File: src/rtl/ept_pkg.sv
// ept_pkg: endpoint bus bit positions and FSM state encodings for ept_active_fifo.
package ept_pkg;
  localparam int UC_BUSY    = 31;
  localparam int UC_READY   = 30;
  localparam int UC_ADDR_HI = 29;
  localparam int UC_ADDR_LO = 27;
  localparam int UC_BLK     = 26;
  localparam int UC_LEN_HI  = 25;
  localparam int UC_LEN_LO  = 18;
  localparam int UC_TRIG    = 8;
  typedef enum logic [1:0] {R_IDLE, R_BYTE, R_WAIT_LOW} rx_st_t;
  typedef enum logic [2:0] {T_IDLE, T_CMD, T_BYTE, T_WAIT_LOW, T_END} tx_st_t;
endpackage

File: src/rtl/ept_sync_fifo.sv
// ept_sync_fifo: first-word-fall-through synchronous FIFO with occupancy output.
module ept_sync_fifo #(
  parameter int WIDTH = 8,
  parameter int DEPTH = 256
) (
  input  logic                     uc_clk,
  input  logic                     uc_reset,
  input  logic                     i_push,
  input  logic                     i_pop,
  input  logic [WIDTH-1:0]         i_din,
  output logic [WIDTH-1:0]         o_dout,
  output logic                     o_full,
  output logic [$clog2(DEPTH):0]   o_level
);
  localparam int AW = $clog2(DEPTH);
  localparam logic [AW:0] ONE  = (AW+1)'(1);
  localparam logic [AW:0] FULL = (AW+1)'(DEPTH);
  logic [AW:0]      r_wp, r_rp;
  logic [WIDTH-1:0] r_mem [DEPTH];
  logic             w_push, w_pop;
  assign o_level = r_wp - r_rp;
  assign o_full  = o_level == FULL;
  assign o_dout  = r_mem[r_rp[AW-1:0]];
  assign w_pop   = i_pop & (o_level != '0);
  // a full FIFO still takes a push when the same cycle frees a slot
  assign w_push  = i_push & (~o_full | w_pop);
  always_ff @(posedge uc_clk or negedge uc_reset) begin
    if (!uc_reset) begin
      r_wp <= '0;
      r_rp <= '0;
    end else begin
      if (w_push) r_wp <= r_wp + ONE;
      if (w_pop) r_rp <= r_rp + ONE;
    end
  end
  always_ff @(posedge uc_clk) begin
    if (w_push) r_mem[r_wp[AW-1:0]] <= i_din;
  end
endmodule

File: src/rtl/ept_active_fifo.sv
// ept_active_fifo: active endpoint with RX/TX FIFOs between the uc_in/uc_out bus and user logic.
// Define EPT_ERR_CNT_EN to add saturating rx_drop_cnt / tx_reject_cnt outputs.
module ept_active_fifo
  import ept_pkg::*;
#(
  parameter logic [2:0] ADDR     = 3'd0,
  parameter int         RX_DEPTH = 256,
  parameter int         TX_DEPTH = 256,
  parameter int         CMD_HOLD = 2
) (
  input  logic                        uc_clk,
  input  logic                        uc_reset,
  input  logic [31:0]                 uc_in,
  output logic [29:0]                 uc_out,
  output logic                        transfer_busy,
  output logic [7:0]                  rx_data,
  output logic                        rx_valid,
  input  logic                        rx_ready,
  output logic [$clog2(RX_DEPTH):0]   rx_level,
  output logic                        rx_overflow,
  output logic                        rx_block_done,
  input  logic [7:0]                  tx_data,
  input  logic                        tx_valid,
  output logic                        tx_ready,
  output logic [$clog2(TX_DEPTH):0]   tx_level,
  input  logic                        tx_start,
  input  logic [7:0]                  tx_len,
  output logic                        tx_reject,
  output logic                        tx_busy,
`ifdef EPT_ERR_CNT_EN
  output logic                        tx_done,
  output logic [7:0]                  rx_drop_cnt,
  output logic [7:0]                  tx_reject_cnt
`else
  output logic                        tx_done
`endif
);
  localparam logic [3:0] HOLD_LAST = 4'(CMD_HOLD - 1);
  rx_st_t      r_rx_st;
  tx_st_t      r_tx_st, w_tx_nxt;
  logic [7:0]  r_rx_len, r_rx_cnt, r_tx_cnt, w_tx_head;
  logic [3:0]  r_hold;
  logic [29:0] r_uc_out, w_uc_nxt;
  logic        r_rx_done, r_rx_ovf, r_tx_done, r_tx_reject;
  logic        w_rx_full, w_tx_full, w_rx_push, w_rx_pop, w_rx_drop, w_hdr_hit, w_tx_acc, w_tx_pop;
  logic        w_unused;
  assign w_unused      = ^uc_in[17:8];
  assign transfer_busy = uc_in[UC_BUSY];
  assign uc_out        = r_uc_out;
  assign rx_valid      = rx_level != '0;
  assign rx_overflow   = r_rx_ovf;
  assign rx_block_done = r_rx_done;
  assign tx_ready      = ~w_tx_full;
  assign tx_reject     = r_tx_reject;
  assign tx_busy       = r_tx_st != T_IDLE;
  assign tx_done       = r_tx_done;
  assign w_hdr_hit     = (uc_in[UC_ADDR_HI:UC_ADDR_LO] == ADDR) & uc_in[UC_BLK];
  assign w_rx_push     = (r_rx_st == R_BYTE) & uc_in[UC_READY];
  assign w_rx_pop      = rx_valid & rx_ready;
  assign w_rx_drop     = w_rx_push & w_rx_full & ~w_rx_pop;
  assign w_tx_acc      = tx_start & (tx_len != 8'd0) & (32'(tx_level) >= 32'(tx_len));
  ept_sync_fifo #(.WIDTH(8), .DEPTH(RX_DEPTH)) u_rx_fifo (
    .uc_clk(uc_clk), .uc_reset(uc_reset), .i_push(w_rx_push), .i_pop(rx_ready),
    .i_din(uc_in[7:0]), .o_dout(rx_data), .o_full(w_rx_full), .o_level(rx_level)
  );
  ept_sync_fifo #(.WIDTH(8), .DEPTH(TX_DEPTH)) u_tx_fifo (
    .uc_clk(uc_clk), .uc_reset(uc_reset), .i_push(tx_valid), .i_pop(w_tx_pop),
    .i_din(tx_data), .o_dout(w_tx_head), .o_full(w_tx_full), .o_level(tx_level)
  );
  always_ff @(posedge uc_clk or negedge uc_reset) begin
    if (!uc_reset) begin
      r_rx_st   <= R_IDLE;
      r_rx_len  <= '0;
      r_rx_cnt  <= '0;
      r_rx_done <= 1'b0;
      r_rx_ovf  <= 1'b0;
    end else begin
      r_rx_done <= 1'b0;
      if (w_rx_drop) r_rx_ovf <= 1'b1;
      case (r_rx_st)
        R_IDLE: if (w_hdr_hit) begin
          r_rx_len  <= uc_in[UC_LEN_HI:UC_LEN_LO];
          r_rx_cnt  <= '0;
          r_rx_done <= uc_in[UC_LEN_HI:UC_LEN_LO] == 8'd0;
          r_rx_st   <= (uc_in[UC_LEN_HI:UC_LEN_LO] == 8'd0) ? R_IDLE : R_BYTE;
        end
        R_BYTE: if (uc_in[UC_READY]) begin
          r_rx_cnt <= r_rx_cnt + 8'd1;
          r_rx_st  <= R_WAIT_LOW;
        end
        R_WAIT_LOW: if (!uc_in[UC_READY]) begin
          r_rx_done <= r_rx_cnt == r_rx_len;
          r_rx_st   <= (r_rx_cnt == r_rx_len) ? R_IDLE : R_BYTE;
        end
        default: r_rx_st <= R_IDLE;
      endcase
    end
  end
  // uc_out is computed one state ahead so it stays a plain register
  always_comb begin
    w_tx_nxt = r_tx_st;
    w_uc_nxt = r_uc_out;
    w_tx_pop = 1'b0;
    case (r_tx_st)
      T_IDLE: if (w_tx_acc) begin
        w_tx_nxt = T_CMD;
        w_uc_nxt = {ADDR, 1'b1, tx_len, 18'd0};
      end
      T_CMD: if (r_hold == HOLD_LAST) begin
        w_tx_nxt = T_BYTE;
        w_uc_nxt = {r_uc_out[29:UC_TRIG+1], 1'b1, w_tx_head};
      end
      T_BYTE: if (uc_in[UC_READY]) begin
        w_tx_pop = 1'b1;
        w_tx_nxt = T_WAIT_LOW;
      end
      T_WAIT_LOW: if (!uc_in[UC_READY]) begin
        w_tx_nxt = (r_tx_cnt == 8'd0) ? T_END : T_BYTE;
        w_uc_nxt = (r_tx_cnt == 8'd0) ? '0 : {r_uc_out[29:8], w_tx_head};
      end
      T_END: w_tx_nxt = T_IDLE;
      default: w_tx_nxt = T_IDLE;
    endcase
  end
  always_ff @(posedge uc_clk or negedge uc_reset) begin
    if (!uc_reset) begin
      r_tx_st     <= T_IDLE;
      r_uc_out    <= '0;
      r_tx_cnt    <= '0;
      r_hold      <= '0;
      r_tx_done   <= 1'b0;
      r_tx_reject <= 1'b0;
    end else begin
      r_tx_st     <= w_tx_nxt;
      r_uc_out    <= w_uc_nxt;
      r_tx_done   <= w_tx_nxt == T_END;
      r_tx_reject <= (r_tx_st == T_IDLE) & tx_start & ~w_tx_acc;
      r_hold      <= (r_tx_st == T_CMD) ? r_hold + 4'd1 : 4'd0;
      if ((r_tx_st == T_IDLE) & w_tx_acc) r_tx_cnt <= tx_len;
      else if (w_tx_pop) r_tx_cnt <= r_tx_cnt - 8'd1;
    end
  end
`ifdef EPT_ERR_CNT_EN
  logic [7:0] r_rx_drop_cnt, r_tx_reject_cnt;
  assign rx_drop_cnt   = r_rx_drop_cnt;
  assign tx_reject_cnt = r_tx_reject_cnt;
  always_ff @(posedge uc_clk or negedge uc_reset) begin
    if (!uc_reset) begin
      r_rx_drop_cnt   <= '0;
      r_tx_reject_cnt <= '0;
    end else begin
      if (w_rx_drop && r_rx_drop_cnt != 8'hFF) r_rx_drop_cnt <= r_rx_drop_cnt + 8'd1;
      if (r_tx_reject && r_tx_reject_cnt != 8'hFF) r_tx_reject_cnt <= r_tx_reject_cnt + 8'd1;
    end
  end
`endif
endmodule

File: config.mk
export PLATFORM = sky130hd
export DESIGN_NAME = ept_active_fifo
export DESIGN_NICKNAME = d
export VERILOG_FILES = /design/src/rtl/ept_pkg.sv /design/src/rtl/ept_sync_fifo.sv /design/src/rtl/ept_active_fifo.sv
export SDC_FILE = /design/constraint.sdc
export NUM_CORES = 2
export LEC_CHECK = 0
export BUFFER_PORTS_ARGS = -buffer_cell sky130_fd_sc_hd__buf_2
export CELL_PAD_IN_SITES_DETAIL_PLACEMENT = 2
export CELL_PAD_IN_SITES_GLOBAL_PLACEMENT = 2
export CORE_MARGIN = 10
export CORE_UTILIZATION = 46
export DETAILED_ROUTE_END_ITERATION = 10
export GPL_ROUTABILITY_DRIVEN = 0
export HOLD_SLACK_MARGIN = 0.02
export MAX_ROUTING_LAYER = met4
export PLACE_DENSITY_LB_ADDON = 0.3
export SLEW_MARGIN = 20
export SYNTH_ARGS = -nofsm -noshare
export SYNTH_HDL_FRONTEND = slang
export SYNTH_SLANG_ARGS = --single-unit
export TNS_END_PERCENT = 5
File: constraint.sdc
create_clock -name uc_clk -period 5.2 [get_ports uc_clk]
set_input_delay 1.3 -clock uc_clk [delete_from_list [all_inputs] [get_ports uc_clk]]
set_output_delay 1.3 -clock uc_clk [all_outputs]
set_load 0.005 [all_outputs]
==> results.sh <==
export IMPL_outcome="finished with violations"
export IMPL_violations="negative setup slack"
export IMPL_route_detailed_drc=0
export IMPL_slowest_delay_ps=640
export IMPL_synth_seq_cells=4187
export IMPL_postRouteAntennaNets=0
export IMPL_setup_viol_count_final=11
export IMPL_ir_worst_vdd_mv=0.493
export IMPL_cp_start_kind="register"
export IMPL_multi_input_area_mm2=0.0369
export IMPL_clk_pin_slew_ps=70
export IMPL_path_max_fanout=10
export IMPL_synthMuxAreaShare_pct=16.4
export IMPL_ios=117
export IMPL_synth_flop_cell="edfxtp_1"
export IMPL_synth_seq_area_share_pct=76.6
export IMPL_via_per_inst=6.78
export IMPL_synth_cells=7572
export IMPL_n_fill_cell=29398
export IMPL_hp_class="in -> async"
export IMPL_rr_endpoint="u_tx_fifo.r_mem[125][1]$_DFFE_PP_"
export IMPL_synth_xor_area_share_pct=0.316
export IMPL_synthTopCellsByArea="edfxtp_1 75%, mux4_2 16%, dfrtp_1 1.4%, nor3_1 1.3%, mux2i_1 0.77%"
export IMPL_max_slew_worst_pin_slew_ps=1260
export IMPL_fin_skew_ps=49.9
export IMPL_syn_to_final_growth_pct=16.7
export IMPL_seq_area_mm2=0.125
export IMPL_grt_max_degree=155
export IMPL_postLayoutCoreUtil_pct=54.0
export IMPL_die_area_mm2=0.380
export IMPL_r2r_cells=10
export IMPL_met1_usage_pct=38.4
export IMPL_clockBufferDepth=4
export IMPL_cp_data_required_time_ps=3900
export IMPL_drv_cap=0
export IMPL_numCtsBuffers=429
export IMPL_crit_buf_inv=4
export IMPL_routed_wl_um=619000
export IMPL_core_mm2=0.353
export IMPL_use_met3_pct=5.27
export IMPL_power_density_mw_per_mm2=556
export IMPL_synth_most_common_cell="edfxtp_1"
export IMPL_grt_antenna_before_repair=29
export IMPL_synth_edff_count=4096
export IMPL_p_leak_nw=60.6
export IMPL_synth_area_per_cell_um2=21.6
export IMPL_endpoint_kind="primary output"
export IMPL_die_w_um=616
export IMPL_fin_crit_sh_pct=112
export IMPL_initial_core_util_pct=46.3
export IMPL_report_final_slew_viol_count=0
export IMPL_dr_total_vias=91599
export IMPL_nets=8486
export IMPL_synthTopCellsByCount="4096 x edfxtp_1, 1130 x mux4_2, 435 x nor3_1"
export IMPL_total_power_mw=106
export IMPL_netlist_area_leader_share_pct=75.2
export IMPL_clock_root_buffer="clkbuf_16"
export IMPL_drive_gt1_share_pct=32.3
export IMPL_yosysUniqueCellTypes=78
export IMPL_critPathTopFamily="multiplexers"
export IMPL_setup_ws_ps=-614
export IMPL_hold_buffers=0
export IMPL_syn_area_mm2=0.164
export IMPL_synth_compound_area_share_pct=2.06
export IMPL_clock_sinks=4187
export IMPL_cts_tree="yes"
export IMPL_crit_chain="buf_12 > buf_16 > buf_16 > mux4_2 > mux4_2 > a22oi_2 > a21oi_4 > or4_4 > buf_6"
export IMPL_synthAdderAreaFrac_pct=0.315
export IMPL_drt_pass1_iterations=5
export IMPL_layout_min_cycle_time_ps=5810
export IMPL_async_reset_ff_share_pct=2.17
export IMPL_io_buffers=92
export IMPL_top_usage_layer="met2"
export IMPL_path_class="reg -> out"
export IMPL_die_h_um=616
export IMPL_worstSkewPairLatency_ps=1010
export IMPL_synth_top_family_by_area="multiplexers"
export IMPL_drtIter0Drc=13316
export IMPL_yosysTopAreaCell="edfxtp_1"
export IMPL_use_met2_pct=55.3
export IMPL_max_slew_margin_pct=16.0
export IMPL_hpwl_um=348000
export IMPL_hold_violations=0
export IMPL_rsz0062_at_grt="true"
export IMPL_std_cell_rows=218
export IMPL_h_tree_depth=5
export IMPL_grt_usage_pct=32.8
export IMPL_grt_overflow_total=0
export IMPL_wire_per_inst_um=45.8
export IMPL_arrival_ps=4510
export IMPL_slowest_stage="or4_4"
export IMPL_ys_warnings_count=0
export IMPL_synthSimpleGateAreaFrac_pct=2.94
export IMPL_fin_tns_setup_ps=-5210
export IMPL_grt_pass1_vias=96686
export IMPL_grt_first_pass_wirelength_um=855000
export IMPL_fmax_mhz=172
export IMPL_reg2reg_from="u_tx_fifo.r_rp[7]$_DFFE_PN0P_"
export IMPL_reg2reg_setup_slack_ps=190
==> area by class of cell <==
type                       count  area share, %
sequential                  4187           65.6
tap                         4730           3.10
clock buffer                 524           6.06
timing repair buffer         857           4.19
inverter                      48          0.101
antenna                       30         0.0393
multi-input combinational   2870           19.3
clock inverter               270           1.56
==> sequential cells by signal, indices dropped and copies added (netlist names) <==
register / cells
uc_out: 18
u_tx_fifo.r_wp: 9
u_rx_fifo.r_wp: 9
r_rx_st: 2
rx_overflow: 1
rx_block_done: 1
r_rx_len: 8
u_tx_fifo.r_rp: 9
r_rx_cnt: 8
r_hold: 4
u_tx_fifo.r_mem: 2048
u_rx_fifo.r_rp: 9
r_tx_st: 3
tx_reject: 1
tx_done: 1
r_tx_cnt: 8
u_rx_fifo.r_mem: 2048
==> routing by layer <==
| metal | routed length (µm) | part of all wire (%) |
|---|---|---|
| met4 | 39800 | 6.4 |
| met1 | 213000 | 34 |
| met3 | 47800 | 7.7 |
| met5 | 0 | 0 |
| met2 | 318000 | 51 |
==> where the power goes <==
group,leakage [nW],internal (mW),switching (mW)
Clock,7.12,18.8,14.8
Combinational,15.6,13.6,21.0
Sequential,37.9,37.5,0.442
==> cells in the final DEF (no fill, tap or decap), types with 22 or more instances in the layout <==
cell type / Yosys / routed
ha_1: 38 / 38
buf_4: 20 / 647
nor2b_1: 26 / 24
a221oi_1: 24 / 23
nor2_1: 199 / 191
buf_12: 0 / 72
o22ai_1: 36 / 36
inv_1: 43 / 41
diode_2: 0 / 30
o21ai_0: 51 / 50
bufinv_16: 0 / 60
clkbuf_16: 0 / 444
a211oi_1: 22 / 22
nor3_1: 435 / 400
buf_2: 105 / 71
buf_16: 0 / 29
dfrtp_1: 91 / 83
edfxtp_1: 4096 / 4096
clkinv_2: 0 / 88
clkbuf_8: 0 / 32
clkinv_1: 2 / 82
a22oi_2: 0 / 43
nand4_1: 26 / 26
nor3_2: 0 / 35
a22oi_1: 136 / 93
xor2_1: 28 / 28
clkbuf_1: 287 / 63
mux2i_1: 125 / 125
nand3_1: 71 / 66
nand2_1: 183 / 170
mux4_2: 1130 / 1130
a21oi_1: 79 / 56
xnor2_1: 31 / 29
==> metrics by stage <==
stage / std cells / setup WS [ps] / cell area (µm²) / hold slack [ps]
6_report: 13516 / -614 / 191000 / 367
5_1_grt: 13511 / -595 / 191000 / 406
4_1_cts: 13455 / -537 / 190000 / 359
3_5_place_dp: 12613 / -92.0 / 175000 / 481
3_3_place_gp: 12613 / 38.4 / 174000 / 457
2_1_floorplan: 7583 / 195 / 164000 / 454
==> worst register-to-register path: cells and delay by family (launching register included) <==
family / cells / cell delay [ps]
DFF: 1 / 420
adders and majority gates: 1 / 400
AOI/OAI and AO/OA: 3 / 1140
and+or+nand+nor: 4 / 1820
buffers and inverters: 2 / 800
==> cells by family (layout without fill, tap and decap cells) <==
family / Yosys count / after routing
fa+ha+maj: 40 / 40
xor+xnor: 59 / 59
compound gates: 476 / 476
simple gates: 1014 / 1014
mux: 1269 / 1269
other cells: 1 / 42
buf+inv: 526 / 1699
flops: 4187 / 4187
==> worst max path at each step <==
stage                             startpoint          to  cells past startpoint
2_1_floorplan  u_tx_fifo.r_rp[3]$_DFFE_PN0P_    tx_ready                     12
4_1_cts        u_rx_fifo.r_rp[0]$_DFFE_PN0P_  rx_data[6]                      9
6_report       u_rx_fifo.r_rp[0]$_DFFE_PN0P_  rx_data[0]                      9
5_1_grt        u_rx_fifo.r_rp[0]$_DFFE_PN0P_  rx_data[0]                      9
3_5_place_dp   u_rx_fifo.r_rp[0]$_DFFE_PN0P_  rx_data[6]                      8
3_3_place_gp   u_rx_fifo.r_rp[0]$_DFFE_PN0P_  rx_data[6]                      8
==> timing repair <==
| action | 4_1_cts | 5_1_grt |
|---|---|---|
| gates cloned | 13 | 1 |
| pin swaps | 25 | 8 |
| gates resized for setup | 142 | 11 |
| setup endpoints to repair | 46 | 12 |
| setup buffers | 35 | 26 |
Note: power is estimated with default switching activity, not from simulation.
